--- src/rtl/armleocpu_regfile_wb_arbiter.sv ---
// Write-back arbiter and register scoreboard for the ArmleoCPU register file.
// Several execution units compete for the single register-file write port;
// a round-robin arbiter picks one per cycle and the winner's write lands
// one cycle later. A 32-entry busy scoreboard tracks destinations that
// decode has claimed but that have not been written back yet.
module armleocpu_regfile_wb_arbiter #(
    parameter int REQ_N = 3
) (
    input  logic                 clk,
    input  logic                 async_rst_n,

    input  logic [REQ_N-1:0]     wb_valid,
    input  logic [REQ_N*5-1:0]   wb_addr,
    input  logic [REQ_N*32-1:0]  wb_data,
    output logic [REQ_N-1:0]     wb_ready,

    output logic                 rd_write,
    output logic [4:0]           rd_addr,
    output logic [31:0]          rd_wdata,

    input  logic                 reserve_valid,
    input  logic [4:0]           reserve_addr,
    output logic                 reserve_ready,
    input  logic                 flush,

    input  logic [4:0]           rs1_addr,
    input  logic [4:0]           rs2_addr,
    output logic                 rs1_busy,
    output logic                 rs2_busy
);

    localparam int IDX_W = (REQ_N > 2) ? 2 : 1;

    logic [IDX_W-1:0] last_grant;
    logic [IDX_W-1:0] grant_idx;
    logic             grant_any;
    logic             grant_fire;
    logic [4:0]       grant_addr;
    logic [31:0]      grant_data;
    logic [31:0]      busy;
    logic [31:0]      busy_nxt;

    // Round-robin search: first valid requester after last_grant, wrapping.
    // NOTE: every variable assigned in always_comb gets a default first so no
    // path leaves it unassigned and no latch is inferred.
    always_comb begin
        grant_any = 1'b0;
        grant_idx = last_grant;
        for (int k = 1; k <= REQ_N; k++) begin
            for (int i = 0; i < REQ_N; i++) begin
                if (!grant_any && wb_valid[i] &&
                    (((int'(last_grant) + k) % REQ_N) == i)) begin
                    grant_any = 1'b1;
                    grant_idx = IDX_W'(i);
                end
            end
        end
    end

    // No grants while reset is held; a grant is always a transfer because
    // it is only issued to a requester that is already valid.
    assign grant_fire = grant_any && async_rst_n;

    // One-hot ready and mux of the winning requester's address and data.
    always_comb begin
        wb_ready   = '0;
        grant_addr = '0;
        grant_data = '0;
        for (int i = 0; i < REQ_N; i++) begin
            if (grant_fire && (grant_idx == IDX_W'(i))) begin
                wb_ready[i] = 1'b1;
                grant_addr  = wb_addr[5*i +: 5];
                grant_data  = wb_data[32*i +: 32];
            end
        end
    end

    // Write stage: capture the transfer; x0 writes complete but never commit.
    // NOTE: sequential state uses non-blocking assignments so every flop
    // samples pre-edge values regardless of statement order.
    always_ff @(posedge clk or negedge async_rst_n) begin
        if (!async_rst_n) begin
            last_grant <= IDX_W'(REQ_N - 1);
            rd_write   <= 1'b0;
            rd_addr    <= 5'd0;
            rd_wdata   <= 32'd0;
        end else begin
            rd_write <= grant_fire && (grant_addr != 5'd0);
            if (grant_fire) begin
                last_grant <= grant_idx;
                rd_addr    <= grant_addr;
                rd_wdata   <= grant_data;
            end
        end
    end

    // Claims are judged on registered busy bits only; an in-flight commit
    // does not free its register until the edge it lands on.
    assign reserve_ready = async_rst_n && !flush &&
                           ((reserve_addr == 5'd0) || !busy[reserve_addr]);

    // Scoreboard update priority: flush clears all, a new claim beats a commit.
    always_comb begin
        busy_nxt = busy;
        if (rd_write) begin
            busy_nxt[rd_addr] = 1'b0;
        end
        if (reserve_valid && reserve_ready && (reserve_addr != 5'd0)) begin
            busy_nxt[reserve_addr] = 1'b1;
        end
        if (flush) begin
            busy_nxt = '0;
        end
        busy_nxt[0] = 1'b0;
    end

    // Scoreboard register.
    // NOTE: the 32 busy bits are individual flops that must start clean, so
    // unlike a data RAM they are all reset.
    always_ff @(posedge clk or negedge async_rst_n) begin
        if (!async_rst_n) begin
            busy <= '0;
        end else begin
            busy <= busy_nxt;
        end
    end

    assign rs1_busy = busy[rs1_addr];
    assign rs2_busy = busy[rs2_addr];

endmodule

--- config.mk ---
export PLATFORM = sky130hd
export DESIGN_NAME = armleocpu_regfile_wb_arbiter
export DESIGN_NICKNAME = d
export VERILOG_FILES = /design/src/rtl/armleocpu_regfile_wb_arbiter.sv
export SDC_FILE = /design/constraint.sdc
export NUM_CORES = 1
export LEC_CHECK = 0
export CAP_MARGIN = 20
export CORE_MARGIN = 4
export CORE_UTILIZATION = 29
export CTS_CLUSTER_SIZE = 40
export DETAILED_ROUTE_END_ITERATION = 8
export GPL_TIMING_DRIVEN = 0
export SLEW_MARGIN = 20
export SYNTH_ARGS = -nofsm -noshare
export SYNTH_HDL_FRONTEND = slang
export SYNTH_SLANG_ARGS = --single-unit
export TNS_END_PERCENT = 20
--- constraint.sdc ---
create_clock -name clk -period 3.41 [get_ports clk]
set_input_delay 0.5115 -clock clk [delete_from_list [all_inputs] [get_ports clk]]
set_output_delay 0.5115 -clock clk [all_outputs]
set_load 0.01 [all_outputs]
==> results of run 1 <==
[per-stage QoR]
step           setup WS, ns  utilization, %  instances
3_5_place_dp        -0.7364           42.81        838
5_1_grt            -0.02991           45.73        864
6_report            0.06158           45.73        864
2_1_floorplan        0.6225               -        458
3_3_place_gp         -3.530           42.64        837
4_1_cts             -0.1093           45.34        859
[kinds of logic after synthesis]
group                    Yosys count  share of synthesized area [%]
flip-flops                        71                          38.37
multiplexers                      67                          21.36
AND/OR/NAND/NOR                  126                          15.23
adder cells (fa/ha/maj)            2                         0.5400
buffers and inverters             35                          3.024
AO/OA/AOI/OAI                    157                          21.47
[synth_stat cells, types with 5 or more instances]
master	n	area [sq um]
a31oi_1	5	31.28
buf_2	7	35.03
clkbuf_1	25	93.84
mux2_2	5	56.30
mux2i_1	37	370.4
nand3b_1	20	150.1
nand2_1	37	138.9
o211a_1	6	60.06
dfrtp_1	70	1752
a22oi_1	35	262.8
o21ai_0	91	455.4
nor2_1	9	33.78
mux4_2	25	563.0
nor2b_1	22	137.6
nor3_1	5	25.02
nand3_1	7	35.03
[sequential cells by signal, summed over array words and instances, names as in the netlist]
name        flops
last_grant      2
rd_addr         5
busy           31
rd_wdata       32
rd_write        1
[worst max-delay path: stages]
cell             delay [ns]
dlygate4sd2_1          0.42
buf_2                  0.29
mux4_2                 0.33
mux2i_1                0.14
o32ai_1                0.12
a2111oi_4              0.38
clkdlybuf4s50_1        0.63
[final timing paths]
path,end,cells past startpoint
max,reserve_ready,7
min,busy[1],1
max reg2reg,rd_wdata[24],12
min reg2reg,rd_wdata[28],2
max in group asynchronous,last_grant[1],2
min in group clk,rd_wdata[28],2
[where the power goes]
group          total (mW)  internal [mW]  leakage [nW]  switching (mW)
registers            1.23           1.08         0.933           0.154
logic                2.40           1.18          1.79            1.22
clock network       0.961          0.570         0.135           0.391
[what timing repair did]
action,in CTS,in global routing
endpoints found under the setup margin,6,4
pin swaps,6,6
buffers inserted,6,5
gates resized for setup,23,10
[placed cells by master, fill, tap and decap left out, types with 2 or more instances in the layout]
cell             instances
nand4b_1                 2
nand3b_1                20
a31oi_1                  5
o2111a_1                 3
nor3b_1                  4
inv_1                    3
dfrtp_1                 70
mux2i_1                 37
ha_1                     2
o21ai_0                 90
nand3_1                  7
clkbuf_2                 2
mux2_2                   5
mux4_2                  25
clkinvlp_4               3
dlymetal6s2s_1           2
clkdlybuf4s50_1        162
nor3_1                   5
nand2b_1                 3
o21ai_1                  2
clkbuf_1                20
buf_4                   14
nor2b_1                 22
clkbuf_16                9
nor2_2                   2
nand4_1                  4
o211a_1                  6
a22oi_1                 35
o211ai_1                 3
dlygate4sd2_1            2
nand2_1                 36
o311a_1                  3
or2_2                    3
buf_2                    6
nor2_1                   7
[routing by layer]
| layer | global-route usage (%) | share of wire [%] | up-vias |
|---|---|---|---|
| met5 | 0 | 0 | - |
| met4 | 6.335 | 2.5 | 0 |
| met3 | 8.590 | 12 | 43 |
| met2 | 32.32 | 49 | 274 |
| met1 | 21.95 | 37 | 2255 |
| li1 | - | - | 2138 |
[final cells by class]
type / instances / area, sq um / area share [%]
clock buffer: 10 / 229.0 / 3.246
inverter: 3 / 11.26 / 0.1596
sequential: 71 / 1778 / 25.20
multi-input combinational: 352 / 2765 / 39.20
tap: 211 / 264.0 / 3.742
clock inverter: 6 / 70.07 / 0.9933
timing repair buffer: 180 / 1792 / 25.40
buffer: 31 / 145.1 / 2.057
==> impl_metrics.tcl, run 1 <==
set metrics [dict create \
    fmax_mhz 298.6 \
    htreeDepth 3 \
    synth_seq_area_share_pct 38.37 \
    final_antenna_net_count 0 \
    antennaDiodeCount 0 \
    antenna_found_initial 0 \
    crit_type "input pin to output pin" \
    grt_pass1_wl_microns 26810 \
    route.vias.total 4710 \
    syn_area_sq_um 4633 \
    fillers 1468 \
    totalNegativeSetupSlack_ns 0 \
    nets 783 \
    drc 0 \
    postSynthRegisterBits 71 \
    maxCapViolCount 0 \
    groute.usage.overall_pct 19.25 \
    tightest_slew_ns 0.6539 \
    p_leak_nw 2.855 \
    reg2reg_setup_slack_ns 0.50 \
    drtIter0Drc 295 \
    worstSetupEndpointType "output pin" \
    post-route-min-period_ns 3.348 \
    yosysWarningCount 0 \
    tritoncts "done" \
    powerDensity_nw_per_um2 650.6 \
    netlist_instances 458 \
    num_rows 45 \
    via_per_inst 5.451 \
    dieWidth_microns 134.4 \
    cts_max_path_buffers 2 \
    core_area_sq_um 15430 \
    detail_route.wl_per_cell_microns 20.22 \
    holdBufCountCts 0 \
    arrival_ns 2.84 \
    die-height_microns 134.4 \
    status "complete, no violations" \
    drive_gt1_share_pct 13.02 \
    cp_max_fo 10 \
    power_mw 4.589 \
    hold_slack_ns 0.07261 \
    min_path_type "input pin to async pin" \
    placed_area_sq_um 6604 \
    initial_core_util_pct 30.03 \
    grt_remaining_overflow 0 \
    clockRootBuffer "clkbuf_16" \
    dpl.hpwl_microns 13420 \
    cts_buffers 9 \
    areaGrowthSynthToFinish_pct 52.26 \
    required_ns 2.90 \
    synth_edf_count 0 \
    fin_crit_sh_pct 98.19 \
    synth_flop_cell "dfrtp_1" \
    clk_pin_slew_ns 0.06 \
    firstDrtPassIters 5 \
    synthArstFlopShare_pct 100.0 \
    slew_violations 0 \
    fin_area_sq_um 7054 \
    reg2reg_from "last_grant[1]" \
    cts_sinks 71 \
    peakVddDrop_uv 351.1 \
    ios 177 \
    syn_area_per_cell_sq_um 10.12 \
    skew_ns 0.007668 \
    relSlewSlack_pct 56.40 \
    gp_congestion 0.9402 \
    io_buffers 168 \
    grt_max_degree 51 \
    final_hold_viol_count 0 \
    grt_pass1_vias 4878 \
    syn_nets 593 \
    rsz0062_at_grt "yes" \
    finalSetupViolCount 0 \
    drt-total-wl_microns 17470 \
    cp-start-kind "input pin" \
    worstSetupStartpoint "reserve_addr[1]" \
    fp.dieArea_sq_um 18060 \
    synthDistinctLibCells 43 \
    clkLatencyLatePin_ns 0.34 \
]
Power figures use the tool's default switching activity.
==> run 2: changes to the inputs <==
--- a/config.mk
+++ b/config.mk
@@ -5,6 +5,7 @@
 export SDC_FILE = /design/constraint.sdc
 export NUM_CORES = 1
 export LEC_CHECK = 0
+export ABC_AREA = 0
 export CAP_MARGIN = 20
 export CORE_MARGIN = 4
 export CORE_UTILIZATION = 29
==> results of run 2 <==
The final DEF is identical to that of run 1; final timing and power are the same.
